## src/rtl/seq_divider_8bit_pkg.sv

```systemverilog
// Shared widths, iteration count and FSM state encoding for the
// sequential restoring divider.
package seq_divider_8bit_pkg;

  localparam int DATA_WIDTH = 8;
  localparam int ITER_COUNT = 8;
  localparam int CNT_WIDTH  = 3;

  localparam logic [CNT_WIDTH-1:0] LAST_ITER = CNT_WIDTH'(ITER_COUNT - 1);

  typedef enum logic [1:0] {
    IDLE = 2'd0,
    RUN  = 2'd1,
    DONE = 2'd2
  } state_t;

endpackage

```

## src/rtl/seq_divider_8bit_cla.sv

```systemverilog
// 8-bit carry-lookahead adder. The divider uses it as a subtractor:
// B is inverted and Cin is 1, so Cout=1 means no borrow.
module CLA_8bit
  import seq_divider_8bit_pkg::*;
(
  input  logic [DATA_WIDTH-1:0] A,
  input  logic [DATA_WIDTH-1:0] B,
  input  logic                  Cin,
  output logic [DATA_WIDTH-1:0] Sum,
  output logic                  Cout
);

  logic [DATA_WIDTH-1:0] w_gen;
  logic [DATA_WIDTH-1:0] w_prop;
  logic [DATA_WIDTH:0]   w_carry;

  assign w_gen  = A & B;
  assign w_prop = A ^ B;

  // Carries from generate/propagate terms; synthesis flattens the lookahead.
  always_comb begin
    w_carry    = '0;
    w_carry[0] = Cin;
    for (int i = 0; i < DATA_WIDTH; i++) begin
      w_carry[i+1] = w_gen[i] | (w_prop[i] & w_carry[i]);
    end
  end

  assign Sum  = w_prop ^ w_carry[DATA_WIDTH-1:0];
  assign Cout = w_carry[DATA_WIDTH];

endmodule

```

## src/rtl/seq_divider_8bit.sv

```systemverilog
// Sequential 8-bit unsigned restoring divider: one quotient bit per clock,
// eight iterations, results held after the one-cycle done pulse.
module seq_divider_8bit
  import seq_divider_8bit_pkg::*;
(
  input  logic                  clk,
  input  logic                  rst,
  input  logic                  start,
  input  logic [DATA_WIDTH-1:0] dividend,
  input  logic [DATA_WIDTH-1:0] divisor,
  output logic                  busy,
  output logic                  done,
  output logic [DATA_WIDTH-1:0] quotient,
  output logic [DATA_WIDTH-1:0] remainder,
  output logic                  div_by_zero
);

  state_t                r_state;
  state_t                w_nextState;
  logic [DATA_WIDTH-1:0] r_quo;
  logic [DATA_WIDTH-1:0] r_rem;
  logic [DATA_WIDTH-1:0] r_divisor;
  logic [CNT_WIDTH-1:0]  r_count;
  logic                  r_dbz;

  logic                  w_startAccept;
  logic                  w_shiftOut;
  logic [DATA_WIDTH-1:0] w_lowShift;
  logic [DATA_WIDTH-1:0] w_divisorInv;
  logic [DATA_WIDTH-1:0] w_trial;
  logic                  w_noBorrow;
  logic                  w_accept;

  assign w_startAccept = start & (r_state != RUN);

  // r_quo starts as the dividend; its MSB feeds the remainder while
  // quotient bits enter at the LSB, so after 8 steps it is the quotient.
  assign w_shiftOut   = r_rem[DATA_WIDTH-1];
  assign w_lowShift   = {r_rem[DATA_WIDTH-2:0], r_quo[DATA_WIDTH-1]};
  assign w_divisorInv = ~r_divisor;

  CLA_8bit u_trialSub (
    .A    (w_lowShift),
    .B    (w_divisorInv),
    .Cin  (1'b1),
    .Sum  (w_trial),
    .Cout (w_noBorrow)
  );

  assign w_accept = w_shiftOut | w_noBorrow;

  always_ff @(posedge clk) begin
    if (rst) begin
      r_state <= IDLE;
    end else begin
      r_state <= w_nextState;
    end
  end

  always_comb begin
    w_nextState = r_state;
    case (r_state)
      IDLE:    if (start) w_nextState = RUN;
      RUN:     if (r_count == LAST_ITER) w_nextState = DONE;
      DONE:    w_nextState = start ? RUN : IDLE;
      default: w_nextState = IDLE;
    endcase
  end

  always_ff @(posedge clk) begin
    if (rst) begin
      r_quo     <= '0;
      r_rem     <= '0;
      r_divisor <= '0;
      r_count   <= '0;
      r_dbz     <= 1'b0;
    end else if (w_startAccept) begin
      r_quo     <= dividend;
      r_rem     <= '0;
      r_divisor <= divisor;
      r_count   <= '0;
      r_dbz     <= (divisor == '0);
    end else if (r_state == RUN) begin
      r_quo   <= {r_quo[DATA_WIDTH-2:0], w_accept};
      r_rem   <= w_accept ? w_trial : w_lowShift;
      r_count <= r_count + 1'b1;
    end
  end

  assign busy        = (r_state == RUN);
  assign done        = (r_state == DONE);
  assign quotient    = r_quo;
  assign remainder   = r_rem;
  assign div_by_zero = r_dbz;

endmodule

```

## config.mk

```make
export PLATFORM = sky130hd
export DESIGN_NAME = seq_divider_8bit
export DESIGN_NICKNAME = d
export VERILOG_FILES = /design/src/rtl/seq_divider_8bit_pkg.sv /design/src/rtl/seq_divider_8bit_cla.sv /design/src/rtl/seq_divider_8bit.sv
export SDC_FILE = /design/constraint.sdc
export NUM_CORES = 1
export LEC_CHECK = 0
export ABC_AREA = 1
export BUFFER_PORTS_ARGS = -buffer_cell sky130_fd_sc_hd__clkbuf_2
export CAP_MARGIN = 5
export CORE_ASPECT_RATIO = 1.75
export CORE_MARGIN = 1.5
export CORE_UTILIZATION = 47
export CTS_BUF_LIST = sky130_fd_sc_hd__clkbuf_8 sky130_fd_sc_hd__clkbuf_16
export DETAILED_ROUTE_END_ITERATION = 12
export PLACE_DENSITY = 0.85
export SYNTH_ARGS = -nofsm -noshare
export SYNTH_HDL_FRONTEND = slang
export SYNTH_SLANG_ARGS = --single-unit
```

## constraint.sdc

```tcl
create_clock -name clk -period 4 [get_ports clk]
set_clock_uncertainty 0.2 [all_clocks]
set_input_delay 0.2 -clock clk [delete_from_list [all_inputs] [get_ports clk]]
set_output_delay 0.2 -clock clk [all_outputs]
set_load 0.01 [all_outputs]
```

==> load_flow_metrics.sql, run 1 <==
INSERT INTO impl_metrics (metric_group, metric, value, unit) VALUES
('yosys', 'synth-seq-cells', '30', ''),
('sta', 'timing.final.crit_period', '3.90', 'ns'),
('sta', 'setup_tns', '0', 'ns'),
('die', 'pin_count', '38', ''),
('setup_path', 'cp.required', '3.98', 'ns'),
('yosys', 'yosys.area.top_type', 'dfxtp_1', ''),
('yosys', 'synth_sequential_area_ratio', '37.8', '%'),
('sta', 'setup_viol_count_final', '0', ''),
('yosys', 'postSynthAreaPerCell', '7.47', 'sq um'),
('grt', 'grt_use_total', '20.4', '%'),
('clock_tree', 'cts_setup_buffers', '0', ''),
('power_and_ir_drop', 'worst_ir_drop_vdd', '244', 'uV'),
('die', 'die_area', '3760', 'sq um'),
('placed_design', 'placement.cell_area', '1770', 'sq um'),
('power_and_ir_drop', 'static-leakage-power', '0.990', 'nW'),
('sta', 'hold_viol_final', '0', ''),
('power_and_ir_drop', 'cell_internal_pwr', '0.000519', 'W'),
('layout', 'area_growth_syn_to_layout', '22.4', '%'),
('setup_path', 'critical_path_class', 'flop to flop', ''),
('yosys', 'synthDistinctLibCells', '20', ''),
('grt', 'grt_pass1_vias', '1346', ''),
('detailed_routing', 'post_drt_wl_per_cell', '11.7', 'microns'),
('detailed_routing', 'routed-via-count', '1464', ''),
('status', 'status', 'finished clean', ''),
('layout', 'final_nets', '288', ''),
('layout', 'final_core_utilization', '61.3', '%'),
('clock_tree', 'cts_tree', 'built', ''),
('min_path', 'min_from', 'rst', ''),
('grt', 'grt_first_pass_wirelength', '5380', 'microns'),
('setup_path', 'rr_endpoint', 'remainder[7]', ''),
('yosys', 'synthesized_netlist_net_count', '242', ''),
('sta', 'post-route-period-util', '97.5', '%'),
('clock_tree', 'clkTransAtPathRegs', '0.06', 'ns'),
('setup_path', 'critical_path_arrival', '3.88', 'ns'),
('min_path', 'worstHoldPathType', 'input pin to flop', ''),
('yosys', 'synth_warnings', '0', ''),
('placed_design', 'place_hpwl', '2500', 'microns'),
('power_and_ir_drop', 'p_sw_share', '30.4', '%'),
('power_and_ir_drop', 'p_seq_share', '44.5', '%'),
('layout', 'mostFrequentLayoutCells', '66 x nand2_1, 37 x clkbuf_2, 32 x nand3_1', ''),
('power_and_ir_drop', 'pwr-share-comb', '23.5', '%'),
('setup_path', 'cp-start-kind', 'flop', ''),
('die', 'die-height', '80.0', 'microns'),
('sta', 'timing.final.max_slew_violations', '0', ''),
('layout', 'stdcell_count', '301', ''),
('clock_tree', 'clockBufferDepth', '2', ''),
('yosys', 'synthesis.area', '1590', 'sq um'),
('detailed_routing', 'drt.antenna.violating_nets', '0', ''),
('power_and_ir_drop', 'share_clk_of_total_power', '32.0', '%'),
('power_and_ir_drop', 'power.density', '383', 'nW/um^2'),
('layout', 'post_route_cells_drive_above_1_share', '23.3', '%'),
('detailed_routing', 'first_iter_violations', '38', ''),
('die', 'die_width', '47.0', 'microns'),
('placed_design', 'gp_routability_congestion', '0.818', ''),
('yosys', 'ys_top_cells_by_area', 'dfxtp_1 38%, nand2_1 16%, nand3_1 10%', ''),
('detailed_routing', 'drt-vias-per-instance', '4.86', ''),
('placed_design', 'io_buffer_count', '37', ''),
('detailed_routing', 'drc', '0', ''),
('setup_path', 'critical_path_peak_fanout', '2', ''),
('setup_path', 'reg2reg_depth', '12', ''),
('grt', 'initial_antenna_violation_count', '0', ''),
('die', 'floorplan.initialDensity', '50.1', '%'),
('sta', 'worst_slew_pin_slew', '0.468', 'ns'),
('setup_path', 'worstSetupStartpoint', 'quotient[7]', ''),
('layout', 'most_common_cell_after_layout_fill_and_taps_aside', 'nand2_1', ''),
('layout', 'post-route-cell-area', '1950', 'sq um'),
('min_path', 'worstHoldEndpoint', 'r_state[0]', ''),
('die', 'placeable_core_region', '3180', 'sq um'),
('yosys', 'post_synth_inst_count', '213', ''),
('die', 'floorplan.rows', '27', ''),
('detailed_routing', 'routed_wl', '3520', 'microns');
how the worst max path moves through the flow:
stage                     slack (ns)  cells after the start      endpoint
after global routing           -0.02                     12  remainder[7]
after detailed placement        0.01                     12  remainder[7]
after global placement          0.16                     12  remainder[7]
after CTS                       0.05                     12  remainder[7]
final                           0.10                     12  remainder[7]
after floorplan                 0.13                     12  remainder[7]
cell usage after synthesis, drive strengths merged:
| cell type | number |
|---|---|
| buf | 7 |
| nand2 | 69 |
| xor2 | 1 |
| dfxtp | 30 |
| nor3 | 1 |
| inv | 26 |
| fa | 7 |
| a21oi | 12 |
| nand3 | 32 |
| ha | 3 |
| nor2 | 24 |
| o21ai | 1 |
metrics by stage:
step	setup WS, ns	power, W
floorplan	0.133	0.000459
global placement	0.158	0.000497
detailed placement	0.00994	0.000504
CTS	0.0549	0.000749
global route	-0.0169	0.000789
finish	0.100	0.000746
registers in the layout, summed over array words and instances (netlist names):
register	cells
quotient	8
r_divisor	8
remainder	8
r_count	3
r_state	2
div_by_zero	1
per-layer routing:
metal | up-vias | share of wire [%] | wire length (microns) | track usage [%]
met5 | - | 0 | 0 | 0
met1 | 672 | 38 | 1350 | 18.3
met2 | 33 | 55 | 1940 | 36.6
met3 | 6 | 4.3 | 150 | 7.01
li1 | 753 | - | - | -
met4 | 0 | 2.2 | 77 | 11.1
worst max-delay path, cell delays in order (launching register included):
cell and delay [ns]:
dfxtp_1 0.33, inv_1 0.05, ha_1 0.20, fa_1 0.38, fa_1 0.40, fa_2 0.37, fa_1 0.40, fa_2 0.37
fa_1 0.37, inv_1 0.08, fa_1 0.41, a21oi_1 0.16, a21oi_1 0.08
power groups by stage:
| stage | clock network [W] | logic [W] | registers (W) |
|---|---|---|---|
| 6_report | 0.000239 | 0.000175 | 0.000332 |
| 5_1_grt | 0.000258 | 0.000197 | 0.000334 |
| 4_1_cts | 0.000243 | 0.000173 | 0.000332 |
| 3_3_place_gp | 0 | 0.000159 | 0.000338 |
| 2_1_floorplan | 0 | 0.000117 | 0.000342 |
| 3_5_place_dp | 0 | 0.000166 | 0.000338 |
logic make-up after synthesis:
kind of cell,share of synthesized area (%)
AND/OR/NAND/NOR,35.6
buffers and inverters,10.1
flip-flops,37.8
adder cells (fa/ha/maj),11.2
XOR/XNOR,0.551
AO/OA/AOI/OAI,4.80
cell type report:
cell class                      instances  area, sq um
Inverter                               26         97.6
Sequential cell                        30          601
Clock buffer                            6         82.6
Timing Repair Buffer                   46          273
Fill cell                             322         1230
Multi-Input combinational cell        150          840
Tap cell                               43         53.8
repair_timing:
action | in CTS | in global routing
gates resized for setup | 1 | 2
pin swaps | 0 | 0
hold buffers | 8 | 0
endpoints found under the setup margin | 1 | 7
endpoints found under the hold margin | 8 | 0
Note: power is estimated with default switching activity, not from simulation.
==> run 2, diff against run 1 <==
Settings changed: CORE_UTILIZATION 47 to 45, HOLD_SLACK_MARGIN set to 0.06, PLACE_DENSITY 0.85 to 0.83.
==> load_flow_metrics.sql, run 2 (same netlist as run 1, synthesis figures left out) <==
INSERT INTO impl_metrics (metric_group, metric, value, unit) VALUES
('status', 'status', 'finished clean', ''),
('sta', 'worst_slew_pin_slew', '0.481', 'ns'),
('clock_tree', 'clockRootBuffer', 'clkbuf_8', ''),
('power_and_ir_drop', 'power.density', '376', 'nW/um^2'),
('grt', 'grt_max_degree', '38', ''),
('clock_tree', 'cts-buffers-inserted', '5', ''),
('layout', 'antenna_cells', '0', ''),
('sta', 'setup_tns', '0', 'ns'),
('min_path', 'min_from', 'start', ''),
('clock_tree', 'cts_tree', 'built', ''),
('layout', 'area_growth_syn_to_layout', '29.2', '%'),
('die', 'pin_count', '38', ''),
('grt', 'initial_antenna_violation_count', '0', ''),
('layout', 'post_route_cells_drive_above_1_share', '23.4', '%'),
('setup_path', 'timing.critical_path.to_type', 'flop', ''),
('clock_tree', 'clockBufferDepth', '2', ''),
('detailed_routing', 'drt-vias-per-instance', '4.82', ''),
('setup_path', 'critical_path_peak_fanout', '2', ''),
('detailed_routing', 'drt.antenna.violating_nets', '0', ''),
('sta', 'timing.final.crit_period', '3.85', 'ns'),
('die', 'die_width', '47.9', 'microns'),
('detailed_routing', 'first_iter_violations', '20', ''),
('layout', 'most_common_cell_after_layout_fill_and_taps_aside', 'nand2_1', ''),
('clock_tree', 'clkTransAtPathRegs', '0.07', 'ns'),
('min_path', 'worstHoldEndpoint', 'r_state[0]', ''),
('layout', 'stdcell_count', '314', ''),
('sta', 'timing.final.max_slew_violations', '0', ''),
('setup_path', 'critical_path_arrival', '3.83', 'ns'),
('power_and_ir_drop', 'static-leakage-power', '1.03', 'nW'),
('die', 'floorplan.initialDensity', '47.3', '%'),
('die', 'placeable_core_region', '3360', 'sq um'),
('sta', 'setup_viol_count_final', '0', ''),
('setup_path', 'rr_endpoint', 'remainder[7]', ''),
('power_and_ir_drop', 'worst_ir_drop_vdd', '266', 'uV'),
('sta', 'post-route-period-util', '96.3', '%'),
('sta', 'hold_slack', '0.179', 'ns'),
('sta', 'worst_slew_margin_rel', '67.9', '%'),
('clock_tree', 'cts_setup_buffers', '0', ''),
('detailed_routing', 'drt_pre_antenna_iters', '6', ''),
('placed_design', 'io_buffer_count', '37', ''),
('detailed_routing', 'post_drt_wl_per_cell', '11.5', 'microns'),
('flow_run', 'number_of_max_cap_violations', '0', ''),
('layout', 'final_nets', '297', ''),
('die', 'die_area', '3910', 'sq um'),
('sta', 'grt_setup_unrepaired', 'false', ''),
('sta', 'achievable-frequency', '260', 'MHz'),
('detailed_routing', 'routed-via-count', '1513', ''),
('setup_path', 'cp.required', '3.98', 'ns'),
('grt', 'grt_pass1_vias', '1394', ''),
('clock_tree', 'htree_levels', '2', ''),
('detailed_routing', 'routed_wl', '3620', 'microns'),
('setup_path', 'worstReg2RegStart', 'quotient[7]', ''),
('sta', 'hold_viol_final', '0', ''),
('grt', 'overflow', '0', ''),
('clock_tree', 'worstSkewPairLatency', '0.29', 'ns'),
('die', 'die-height', '81.6', 'microns'),
('setup_path', 'reg2reg_depth', '12', ''),
('sta', 'worst_slack', '0.149', 'ns'),
('placed_design', 'gp_routability_congestion', '0.781', ''),
('detailed_routing', 'drc', '0', ''),
('setup_path', 'critical_path_class', 'flop to flop', ''),
('min_path', 'worstHoldPathType', 'input pin to flop', ''),
('placed_design', 'dp.cells', '289', ''),
('layout', 'mostFrequentLayoutCells', '66 x nand2_1, 37 x clkbuf_2, 32 x nand3_1', ''),
('min_path', 'timing.hold.worst_path_depth', '3', ''),
('setup_path', 'cp-start-kind', 'flop', ''),
('grt', 'grt_first_pass_wirelength', '5510', 'microns'),
('setup_path', 'rrSetupSlack', '0.15', 'ns'),
('placed_design', 'place_hpwl', '2380', 'microns'),
('die', 'floorplan.rows', '28', ''),
('clock_tree', 'cts.sinks', '30', ''),
('placed_design', 'place_ws', '0.112', 'ns'),
('grt', 'grt_use_total', '20.2', '%');
run 2: changes by cell type in the layout (fill, tap and decap cells not counted):
cell,before,now
clkinvlp_4,0,1
fa_2,2,3
dlygate4sd3_1,8,17
fa_1,5,4
clkinv_2,0,1
run 2: per-stage QoR:
step	area [sq um]	power, W	util [%]
4_1_cts	2040	0.000774	60.7
2_1_floorplan	1590	0.000459	-
3_3_place_gp	1780	0.000498	52.8
3_5_place_dp	1780	0.000502	52.8
5_1_grt	2050	0.000816	61.1
6_report	2050	0.000773	61.1
run 2: per-layer routing:
| metal | wire [microns] | vias to the layer above | GRT usage [%] |
|---|---|---|---|
| met2 | 2030 | 40 | 37.7 |
| li1 | - | 769 | - |
| met1 | 1360 | 699 | 17.9 |
| met3 | 149 | 5 | 5.49 |
| met4 | 82 | 0 | 10.5 |
| met5 | 0 | - | 0 |
run 2: where the power goes:
part / internal (W) / switching, W
Combinational: 0.0000752 / 0.000107
Sequential: 0.000317 / 0.0000153
Clock: 0.000138 / 0.000120
Total: 0.000530 / 0.000243
run 2: timing repair:
item / in CTS / in global routing
setup endpoints to repair: 0 / 9
hold buffers: 17 / 0
gates resized for setup: 0 / 4
hold endpoints to repair: 19 / 0
run 2: layout make-up:
cell class,instances,area (sq um)
fillers,309,1310
multi-input cells,150,842
flip-flops and latches,30,601
repair buffers,55,363
inverters,26,97.6
clock buffers,6,82.6
well taps,45,56.3
clock inverters,2,12.5
run 2: critical path: stages (launching register included):
cell and delay [ns]:
dfxtp_1 0.33, inv_1 0.05, ha_1 0.20, fa_2 0.34, fa_2 0.34, fa_1 0.39, fa_1 0.38, fa_1 0.40
fa_1 0.38, inv_1 0.08, fa_2 0.42, a21oi_1 0.15, a21oi_1 0.08
run 2: how the worst max path moves through the flow:
| stage | from | to | slack [ns] | cells after the start |
|---|---|---|---|---|
| 2_1_floorplan | quotient[7] | remainder[7] | 0.13 | 12 |
| 3_3_place_gp | quotient[7] | remainder[7] | 0.17 | 12 |
| 3_5_place_dp | quotient[7] | remainder[7] | 0.11 | 12 |
| 4_1_cts | quotient[7] | remainder[7] | 0.09 | 12 |
| 5_1_grt | quotient[7] | remainder[7] | 0.01 | 12 |
| 6_report | quotient[7] | remainder[7] | 0.15 | 12 |
==> run 3, diff against run 2 <==
Settings changed: GPL_TIMING_DRIVEN set to 0, SYNTH_HIERARCHICAL set to 1.
==> load_flow_metrics.sql, run 3 <==
INSERT INTO impl_metrics (metric_group, metric, value, unit) VALUES
('clock_tree', 'cts_setup_buffers', '0', ''),
('sta', 'timing.final.crit_period', '3.82', 'ns'),
('setup_path', 'rr_endpoint', 'remainder[6]', ''),
('layout', 'area_growth_syn_to_layout', '35.4', '%'),
('grt', 'grt.met3_usage', '5.56', '%'),
('power_and_ir_drop', 'cell_internal_pwr', '0.000572', 'W'),
('clock_tree', 'worstSkewPairLatency', '0.29', 'ns'),
('sta', 'achievable-frequency', '262', 'MHz'),
('power_and_ir_drop', 'pwr-share-comb', '23.8', '%'),
('yosys', 'post-synth-top-area-fraction', '38.4', '%'),
('clock_tree', 'htree_levels', '2', ''),
('grt', 'grt_first_pass_wirelength', '5740', 'microns'),
('sta', 'post-route-period-util', '95.5', '%'),
('setup_path', 'critical_path_class', 'flop to flop', ''),
('setup_path', 'critical_path_arrival', '3.84', 'ns'),
('yosys', 'count_of_flip_flops_with_a_built_in_enable_after_synthesis', '0', ''),
('layout', 'fill_cells', '323', ''),
('sta', 'timing.final.max_slew_violations', '0', ''),
('yosys', 'post_synth_inst_count', '216', ''),
('sta', 'setup_viol_count_final', '0', ''),
('detailed_routing', 'first_iter_violations', '32', ''),
('yosys', 'proportion_of_register_bits_with_asynchronous_set_or_reset_after_synthesis', '0', '%'),
('yosys', 'synthesis.area', '1560', 'sq um'),
('layout', 'area.sequential', '601', 'sq um'),
('yosys', 'synthDistinctLibCells', '18', ''),
('layout', 'final_core_utilization', '63.0', '%'),
('detailed_routing', 'drc', '0', ''),
('detailed_routing', 'routed_wl', '3720', 'microns'),
('yosys', 'synth_sequential_area_ratio', '38.4', '%'),
('layout', 'final_nets', '307', ''),
('grt', 'grt_max_degree', '11', ''),
('yosys', 'synthesized_netlist_net_count', '245', ''),
('layout', 'most_common_cell_after_layout_fill_and_taps_aside', 'nand2_1', ''),
('setup_path', 'cp.required', '4.02', 'ns'),
('die', 'die_width', '47.6', 'microns'),
('layout', 'mostFrequentLayoutCells', '52 x nand2_1, 38 x inv_1, 37 x clkbuf_2', ''),
('min_path', 'timing.hold.worst_path_depth', '5', ''),
('detailed_routing', 'routed-via-count', '1548', ''),
('clock_tree', 'cts_tree', 'built', ''),
('min_path', 'min_from', 'start', ''),
('setup_path', 'reg2reg_depth', '17', ''),
('power_and_ir_drop', 'p_seq_share', '40.7', '%'),
('die', 'die-height', '81.0', 'microns'),
('grt', 'grt_pass1_vias', '1445', ''),
('power_and_ir_drop', 'static-leakage-power', '1.07', 'nW'),
('placed_design', 'dp.cells', '298', ''),
('placed_design', 'gp_routability_congestion', '0.787', ''),
('detailed_routing', 'drt-vias-per-instance', '4.78', ''),
('min_path', 'worstHoldPathType', 'input pin to flop', ''),
('yosys', 'yosys.area.top_type', 'dfxtp_1', ''),
('placed_design', 'io_buffer_count', '37', ''),
('detailed_routing', 'drt.antenna.violating_nets', '0', ''),
('layout', 'stdcell_count', '324', ''),
('die', 'floorplan.rows', '28', ''),
('yosys', 'postSynthAreaPerCell', '7.24', 'sq um'),
('setup_path', 'cp_cell_sequence', 'inv_1, fa_1, inv_1, fa_1, fa_2, fa_2, fa_2, fa_2, fa_1, inv_1, fa_1, inv_1, inv_2, nand2_4, inv_6, nand2_1, a21oi_1', ''),
('setup_path', 'slowest_stage_delay_on_critical_path', '0.38', 'ns'),
('grt', 'globalRoute.busiestLayer', 'met2', ''),
('power_and_ir_drop', 'worst_ir_drop_vdd', '255', 'uV'),
('status', 'status', 'finished clean', ''),
('clock_tree', 'clockBufferDepth', '2', ''),
('flow_run', 'number_of_max_cap_violations', '0', ''),
('setup_path', 'rrSetupSlack', '0.18', 'ns'),
('setup_path', 'worstReg2RegStart', 'quotient[7]', ''),
('yosys', 'synth_top_flop_cell', 'dfxtp_1', ''),
('die', 'placeable_core_region', '3360', 'sq um'),
('clock_tree', 'cts-buffers-inserted', '5', ''),
('placed_design', 'place_hpwl', '2520', 'microns'),
('yosys', 'ys_top_cells_by_area', 'dfxtp_1 38%, nand2_1 13%, nand3_1 11%', ''),
('power_and_ir_drop', 'power.density', '384', 'nW/um^2'),
('setup_path', 'timing.critical_path.to_type', 'flop', ''),
('die', 'floorplan.initialDensity', '46.5', '%'),
('grt', 'initial_antenna_violation_count', '0', ''),
('power_and_ir_drop', 'share_clk_of_total_power', '35.5', '%'),
('power_and_ir_drop', 'total_switching_power', '0.000242', 'W'),
('clock_tree', 'clkTransAtPathRegs', '0.06', 'ns'),
('grt', 'global_route.usage.met1', '19.4', '%'),
('setup_path', 'critical-path-top-delay-family', 'adder cells', ''),
('setup_path', 'cp.buffers_inverters', '6', ''),
('die', 'pin_count', '38', ''),
('min_path', 'worstHoldEndpoint', 'div_by_zero', ''),
('layout', 'multi_input_comb_area', '774', 'sq um'),
('clock_tree', 'cts.sinks', '30', ''),
('yosys', 'synth.top_cells.by_count', '53 x nand2_1, 40 x inv_1, 33 x nand3_1', ''),
('die', 'die_area', '3850', 'sq um'),
('setup_path', 'critPathSlowestCell', 'fa_1', ''),
('power_and_ir_drop', 'p_sw_share', '29.8', '%'),
('grt', 'overflow', '0', ''),
('sta', 'hold_viol_final', '0', ''),
('layout', 'antenna_cells', '0', ''),
('grt', 'met2_usage', '37.8', '%'),
('setup_path', 'critical_path_peak_fanout', '8', ''),
('yosys', 'synth-seq-cells', '30', ''),
('grt', 'grt_use_total', '21.0', '%'),
('setup_path', 'cp-start-kind', 'flop', ''),
('layout', 'post_route_cells_drive_above_1_share', '22.6', '%'),
('yosys', 'synth_warnings', '6', ''),
('yosys', 'yosys.cell_count.top_type', 'nand2_1', ''),
('clock_tree', 'clockRootBuffer', 'clkbuf_8', ''),
('detailed_routing', 'drt_pre_antenna_iters', '4', ''),
('detailed_routing', 'post_drt_wl_per_cell', '11.5', 'microns');
[run 3: cell types whose count changed after synthesis, moves of 4 or more]
cell     delta
nand2_1    -13
a21oi_1    +11
o21ai_0     +8
inv_1      +19
inv_2       -4
nor2_1     -12
[run 3: layout make-up]
| cell class | instances | share of cell area [%] |
|---|---|---|
| Timing Repair Buffer | 54 | 16.8 |
| Tap cell | 45 | 2.66 |
| Sequential cell | 30 | 28.4 |
| Multi-Input combinational cell | 138 | 36.6 |
| Inverter | 41 | 7.50 |
| Clock buffer | 8 | 5.20 |
| Buffer | 8 | 2.95 |
[run 3: logic make-up after synthesis]
logic type | Yosys count | share of synthesized area, %
compound gates | 28 | 8.96
xor+xnor | 1 | 0.560
fa+ha+maj | 10 | 11.8
buf+inv | 49 | 13.8
flops | 30 | 38.4
other cells | 1 | 0.240
simple gates | 97 | 26.2
[run 3: how the worst max path moves through the flow]
| stage | from | end | slack, ns | depth (start not counted) |
|---|---|---|---|---|
| finish | quotient[7] | remainder[6] | 0.18 | 17 |
| global route | r_divisor[0] | remainder[6] | -0.003 | 18 |
| CTS | r_divisor[0] | remainder[6] | 0.02 | 18 |
| detailed placement | quotient[7] | remainder[4] | -0.27 | 17 |
| global placement | quotient[7] | remainder[6] | -0.23 | 17 |
| floorplan | quotient[7] | remainder[0] | 0.06 | 17 |
[run 3: power groups by stage]
stage	Sequential [W]	Combinational (W)	Clock, W
4_1_cts	0.000331	0.000184	0.000295
5_1_grt	0.000334	0.000218	0.000306
3_3_place_gp	0.000337	0.000158	0
6_report	0.000331	0.000194	0.000289
2_1_floorplan	0.000341	0.000108	0
3_5_place_dp	0.000338	0.000164	0
[run 3: worst min-delay path: stages]
cell and delay, ns:
clkbuf_2 0.10, nand2_1 0.12, nor2_2 0.10, nand2_1 0.08
nand2_1 0.04
[run 3: stage by stage]
step | instance area, sq um | hold WS, ns | power [W] | setup TNS (ns) | setup slack, ns
final | 2120 | 0.210 | 0.000814 | 0 | 0.178
after global routing | 2120 | 0.254 | 0.000857 | -0.00500 | -0.00305
after CTS | 2100 | 0.200 | 0.000810 | 0 | 0.0160
after detailed placement | 1810 | 0.220 | 0.000501 | -2.13 | -0.270
after global placement | 1810 | 0.216 | 0.000496 | -1.82 | -0.232
after floorplan | 1560 | 0.0691 | 0.000449 | 0 | 0.0626
[run 3: repair_timing]
| item | 4_1_cts | 5_1_grt |
|---|---|---|
| cloned | 0 | 1 |
| gates resized for setup | 5 | 6 |
| pin swaps | 0 | 1 |
| endpoints found under the hold margin | 19 | 0 |
| hold buffers | 17 | 0 |
| setup endpoints to repair | 9 | 9 |
[run 3: routing by layer]
| metal | wire, microns | part of all wire [%] | vias up |
|---|---|---|---|
| li1 | - | - | 791 |
| met1 | 1460 | 39 | 703 |
| met2 | 1980 | 53 | 47 |
| met3 | 173 | 4.7 | 7 |
| met4 | 104 | 2.8 | 0 |
| met5 | 0 | 0 | - |
